===== config.mk =====
export PLATFORM = sky130hd
export DESIGN_NAME = reaction_timer
export DESIGN_NICKNAME = d
export VERILOG_FILES = /design/src/rtl/f1_pkg.sv /design/src/rtl/key_sync_edge.sv /design/src/rtl/reaction_timer.sv
export SDC_FILE = /design/constraint.sdc
export NUM_CORES = 1
export LEC_CHECK = 0
export CORE_ASPECT_RATIO = 1.2
export CORE_MARGIN = 3
export CORE_UTILIZATION = 45
export CTS_CLUSTER_SIZE = 20
export DETAILED_ROUTE_END_ITERATION = 10
export PLACE_DENSITY = 0.7
export RECOVER_POWER = 100
export REMOVE_ABC_BUFFERS = 1
export SLEW_MARGIN = 0
export SYNTH_ARGS = -nofsm -noshare
export SYNTH_HDL_FRONTEND = slang
export SYNTH_SLANG_ARGS = --single-unit

===== constraint.sdc =====
create_clock -name clk -period 2.7 [get_ports clk]
set_input_delay 0.81 -clock clk [delete_from_list [all_inputs] [get_ports clk]]
set_output_delay 0.81 -clock clk [all_outputs]
set_load 0.05 [all_outputs]

===== src/rtl/f1_pkg.sv =====
// rtl/f1_pkg.sv - shared types and constants for the start-light blocks
// Purpose: millisecond result width, default saturation value and the
//          reaction timer state encoding.
package f1_pkg;

  localparam int MS_W = 14;
  localparam logic [MS_W-1:0] MS_MAX = 14'd9999;

  typedef enum logic [1:0] {
    IDLE   = 2'd0,
    ARMED  = 2'd1,
    TIMING = 2'd2,
    DONE   = 2'd3
  } react_state_t;

endpackage


===== src/rtl/key_sync_edge.sv =====
// rtl/key_sync_edge.sv - two-flop synchronizer plus registered rising-edge pulse
// Purpose: bring an asynchronous button level into the clk domain and emit a
//          single-cycle pulse per press, however long the button is held.
// Ports:
//   clk     in  system clock
//   rst_n   in  synchronous active-low reset
//   key_i   in  asynchronous button level, active-high
//   press_o out one-cycle registered pulse, three edges after key_i rises
module key_sync_edge (
  input  logic clk,
  input  logic rst_n,
  input  logic key_i,
  output logic press_o
);

  logic sync1_q;
  logic sync2_q;
  logic prev_q;
  logic press_q;

  always_ff @(posedge clk) begin
    if (!rst_n) begin
      sync1_q <= 1'b0;
      sync2_q <= 1'b0;
      prev_q  <= 1'b0;
      press_q <= 1'b0;
    end else begin
      sync1_q <= key_i;
      sync2_q <= sync1_q;
      prev_q  <= sync2_q;
      // Registered so downstream logic never sees a combinational path
      press_q <= sync2_q & ~prev_q;
    end
  end

  assign press_o = press_q;

endmodule


===== src/rtl/reaction_timer.sv =====
// rtl/reaction_timer.sv - lights-out to button-press reaction timer in ms
// Purpose: counts tick_ms pulses from lights_out to the first synchronized
//          button press; flags jump starts and timeouts. Optional best-time
//          tracking is enabled by defining REACT_BEST_EN.
// Ports:
//   clk, rst_n  in  clock, synchronous active-low reset
//   tick_ms     in  one-cycle pulse per millisecond
//   arm         in  one-cycle pulse: start (or restart) a measurement
//   lights_out  in  one-cycle pulse: start timing
//   key_press   in  asynchronous button level, active-high
//   react_ms    out captured reaction time (MAX_MS on timeout, 0 on jump start)
//   valid       out fresh valid result held
//   jump_start  out press seen before lights out
//   timeout     out no press within MAX_MS ms
//   best_ms     out lowest valid time since reset (REACT_BEST_EN only)
module reaction_timer
  import f1_pkg::*;
#(
  parameter logic [MS_W-1:0] MAX_MS = MS_MAX
) (
  input  logic            clk,
  input  logic            rst_n,
  input  logic            tick_ms,
  input  logic            arm,
  input  logic            lights_out,
  input  logic            key_press,
  output logic [MS_W-1:0] react_ms,
  output logic            valid,
  output logic            jump_start,
  output logic            timeout
`ifdef REACT_BEST_EN
  ,
  output logic [MS_W-1:0] best_ms
`endif
);

  logic press;

  key_sync_edge u_key (
    .clk     (clk),
    .rst_n   (rst_n),
    .key_i   (key_press),
    .press_o (press)
  );

  react_state_t    state_q, state_d;
  logic [MS_W-1:0] cnt_q, cnt_d;
  logic [MS_W-1:0] react_q, react_d;
  logic            valid_q, valid_d;
  logic            jump_q, jump_d;
  logic            timeout_q, timeout_d;
  logic [MS_W-1:0] cnt_inc;

  always_ff @(posedge clk) begin
    if (!rst_n) begin
      state_q   <= IDLE;
      cnt_q     <= '0;
      react_q   <= '0;
      valid_q   <= 1'b0;
      jump_q    <= 1'b0;
      timeout_q <= 1'b0;
    end else begin
      state_q   <= state_d;
      cnt_q     <= cnt_d;
      react_q   <= react_d;
      valid_q   <= valid_d;
      jump_q    <= jump_d;
      timeout_q <= timeout_d;
    end
  end

  always_comb begin
    state_d   = state_q;
    cnt_d     = cnt_q;
    react_d   = react_q;
    valid_d   = valid_q;
    jump_d    = jump_q;
    timeout_d = timeout_q;
    cnt_inc   = cnt_q + 14'd1;

    if (arm) begin
      // Restart from any state, including mid-measurement
      state_d   = ARMED;
      cnt_d     = '0;
      react_d   = '0;
      valid_d   = 1'b0;
      jump_d    = 1'b0;
      timeout_d = 1'b0;
    end else begin
      case (state_q)
        IDLE: ;
        ARMED: begin
          // A press coinciding with lights_out is still a jump start
          if (press) begin
            state_d = DONE;
            jump_d  = 1'b1;
            react_d = '0;
          end else if (lights_out) begin
            state_d = TIMING;
            cnt_d   = '0;
          end
        end
        TIMING: begin
          // Press beats a simultaneous tick: that tick is not counted
          if (press) begin
            state_d = DONE;
            react_d = cnt_q;
            valid_d = 1'b1;
          end else if (tick_ms) begin
            if (cnt_inc >= MAX_MS) begin
              state_d   = DONE;
              cnt_d     = MAX_MS;
              react_d   = MAX_MS;
              timeout_d = 1'b1;
            end else begin
              cnt_d = cnt_inc;
            end
          end
        end
        DONE: ;
        default: state_d = IDLE;
      endcase
    end
  end

  assign react_ms   = react_q;
  assign valid      = valid_q;
  assign jump_start = jump_q;
  assign timeout    = timeout_q;

`ifdef REACT_BEST_EN
  logic [MS_W-1:0] best_q, best_d;
  logic            capture;

  assign capture = !arm && (state_q == TIMING) && press;

  always_comb begin
    best_d = best_q;
    if (capture && (cnt_q < best_q)) begin
      best_d = cnt_q;
    end
  end

  always_ff @(posedge clk) begin
    if (!rst_n) begin
      best_q <= MAX_MS;
    end else begin
      best_q <= best_d;
    end
  end

  assign best_ms = best_q;
`endif

endmodule

==> impl_metrics.toml <==
[drt]
viasPerCell = 5.89
avgRoutedWirePerCell_um = 15.0
via_count = 1815
dr.pass1.iters = 4
drt_iter0_drc = 50
wl_met2_mm = 2.23
drcViolationCount = 0
wl_met1_mm = 2.09
drt_wl_total_mm = 4.61
ant_nets = 0
top_layer_used = "met4"
wl_met3_um = 169

[worst_setup_path]
slowest_stage = "dfxtp_1"
rrSetupSlack_ns = 0.13
cp-end-kind = "flop"
cp.required_ns = 2.88
critPathArrivalTime_ns = 2.75
cp-start-kind = "flop"
slowest_delay_ns = 0.52
critical_path_class = "reg -> reg"
crit_family = "compound AO/OA/AOI/OAI gates"
cp_max_fo = 14
critPathBufInv = 1
crit_chain = "and2_1, nand3_2, nor4_2, o21a_1, a21oi_2, buf_4, a22o_4, a221o_2"

[global_routing]
antenna_found_initial = 0
grt_pass1_wl_mm = 7.71
grt_pass1_vias = 1712
grt_max_degree = 15
overflow = 0
grtUsageTotal_pct = 18.6

[outcome]
status = "complete, no violations"

[final_layout]
layout.nets = 261
fill_cells = 431
area_delta_synth_final_pct = 18.1
num_antenna_cells = 0
final_cell_area_um2 = 2390
drive_above_1_share_pct = 21.0
regArea_um2 = 742
multiInputGateArea_um2 = 1080

[timing]
tightest_slew_ns = 0.562
fin_crit_ns = 2.57
finalSetupViolCount = 0
slew_headroom_pct = 62.5
rsz0062_at_grt = "false"
tns_ns = 0
fin_worst_skew_ns = 0.00630
drv_slew = 0
timing.final.crit_share_pct = 95.2
hold_viol = 0
max_freq_mhz = 389

[clock_network]
cts_buffers = 5
cts.reportedPaths.clkPinSlew_ns = 0.07
cts_sinks = 37
cts-root-buf = "clkbuf_8"
clock_path_buffers = 2
clk_latency_ns = 0.29
cts_hold_buf = 0
htreeDepth = 2
post_cts_buffers = 0
cts_tree = "built"

[logic_synthesis]
ys_seq_elements = 37
yosysWarningCount = 0
synth.yosys.seq_area_share_pct = 36.6
syn_area_um2 = 2020
synth_cell_types = 56
synthFlopType = "dfxtp_1"
synth_enable_flop_cells = 0
async_flop_share_pct = 0
syn_inst = 225
syn_area_per_cell_um2 = 8.99

[place]
portBuffers = 22
place.gp.congestion = 0.880
dp_hpwl_mm = 3.33
dpl_cell_area_um2 = 2270

[power]
ir_worst_vdd_mv = 0.269
powerDensity_nw_per_um2 = 474
p_leak_nw = 0.916

[die]
initial_utilization_pct = 47.1
dieArea_um2 = 5340
design.core.area_um2 = 4290
rows = 26
die_h_um = 79.5
ios = 23
fp.dieW_um = 67.2

[worst_hold_path]
hp-class = "reg -> reg"

[flow_run]
maxCapViolations = 0
-- per-stage QoR --
step	total power [mW]	worst slack (ns)	utilization, %	std cells	hold slack [ns]
2_1_floorplan	0.616	0.0633	-	205	0.367
5_1_grt	1.17	0.00577	55.6	308	0.408
3_3_place_gp	0.653	0.0986	52.9	300	0.371
6_report	1.13	0.128	55.6	308	0.387
3_5_place_dp	0.655	0.0822	52.9	300	0.377
4_1_cts	1.14	0.128	55.7	308	0.387
-- power breakdown --
group          switching, mW  total [mW]  leakage [nW]  internal, mW
sequential           0.00399       0.554         0.299         0.550
clock                  0.188       0.489        0.0585         0.301
combinational         0.0538      0.0884         0.559        0.0346
total                  0.246        1.13         0.916         0.886
-- Yosys cell counts, types with 2 or more instances --
| master | count | area, um2 |
|---|---|---|
| dfxtp_1 | 37 | 741 |
| nand2_1 | 19 | 71.3 |
| a21oi_1 | 13 | 65.1 |
| nor2_1 | 13 | 48.8 |
| nand3_1 | 9 | 45.0 |
| inv_1 | 8 | 30.0 |
| nor3_1 | 8 | 40.0 |
| a22o_2 | 7 | 70.1 |
| and3_1 | 6 | 37.5 |
| buf_6 | 6 | 67.6 |
| o21ai_0 | 6 | 30.0 |
| a221o_1 | 5 | 50.1 |
| and2_1 | 5 | 31.3 |
| nand2b_1 | 5 | 31.3 |
| nand4_1 | 5 | 31.3 |
| o221a_2 | 5 | 56.3 |
| a221o_2 | 4 | 45.0 |
| a31oi_1 | 4 | 25.0 |
| clkbuf_1 | 4 | 15.0 |
| ha_1 | 4 | 50.1 |
| o211ai_1 | 4 | 30.0 |
| a32o_1 | 3 | 30.0 |
| nor2b_1 | 3 | 18.8 |
| nor4_1 | 3 | 18.8 |
| buf_2 | 2 | 10.0 |
| buf_4 | 2 | 15.0 |
| clkbuf_2 | 2 | 10.0 |
| clkbuf_8 | 2 | 27.5 |
| nand3_2 | 2 | 20.0 |
| o21a_1 | 2 | 15.0 |
| o22ai_1 | 2 | 12.5 |
-- flip-flops by register name, summed over array words and instances (netlist names) --
register / cells
state_q: 2
u_key.prev_q: 1
valid: 1
cnt_q: 14
u_key.press_o: 1
react_ms: 14
timeout: 1
u_key.sync2_q: 1
u_key.sync1_q: 1
jump_start: 1
-- area by class of cell --
class / count / share of cell area, %
repair buffers: 39 / 14.5
multi-input cells: 160 / 45.4
clock inverters: 1 / 1.26
flip-flops and latches: 37 / 31.1
well taps: 56 / 2.93
clock buffers: 7 / 3.61
inverters: 8 / 1.26
-- worst paths after layout --
| path | startpoint | endpoint | cells past startpoint |
|---|---|---|---|
| max | cnt_q[3] | react_ms[13] | 8 |
| min | u_key.prev_q | u_key.press_o | 1 |
| max reg2reg | cnt_q[3] | react_ms[13] | 8 |
| min reg2reg | u_key.prev_q | u_key.press_o | 1 |
-- metal layers --
| metal | vias up | track usage (%) |
|---|---|---|
| li1 | 893 | - |
| met1 | 867 | 23.1 |
| met2 | 41 | 30.1 |
| met3 | 14 | 3.66 |
| met4 | 0 | 9.53 |
| met5 | - | 0 |
-- timing repair --
item                       4_1_cts  5_1_grt
gates resized for setup          0        1
setup endpoints to repair        0        4
hold endpoints to repair         0        0
-- cells in the final DEF, fill, tap and decap left out, drive strengths merged, types with 6 or more instances in the layout --
cell type,netlist,final
dfxtp,37,37
nand2,19,19
dlygate4sd3,0,18
buf,10,16
nor2,14,14
a21oi,14,14
nand3,11,11
a221o,9,9
inv,8,8
nor3,8,8
a22o,8,8
clkbuf,8,8
and3,7,7
o21ai,6,6
and2,6,6
-- cell families after synthesis --
logic type	after synthesis	synth area share, %
adders and majority gates	4	2.47
buffers and inverters	28	9.77
AOI/OAI and AO/OA	66	26.5
DFF	37	36.6
xor gates and xnor gates	1	0.433
and+or+nand+nor	89	24.2
Note: power is estimated with default switching activity, not from simulation.
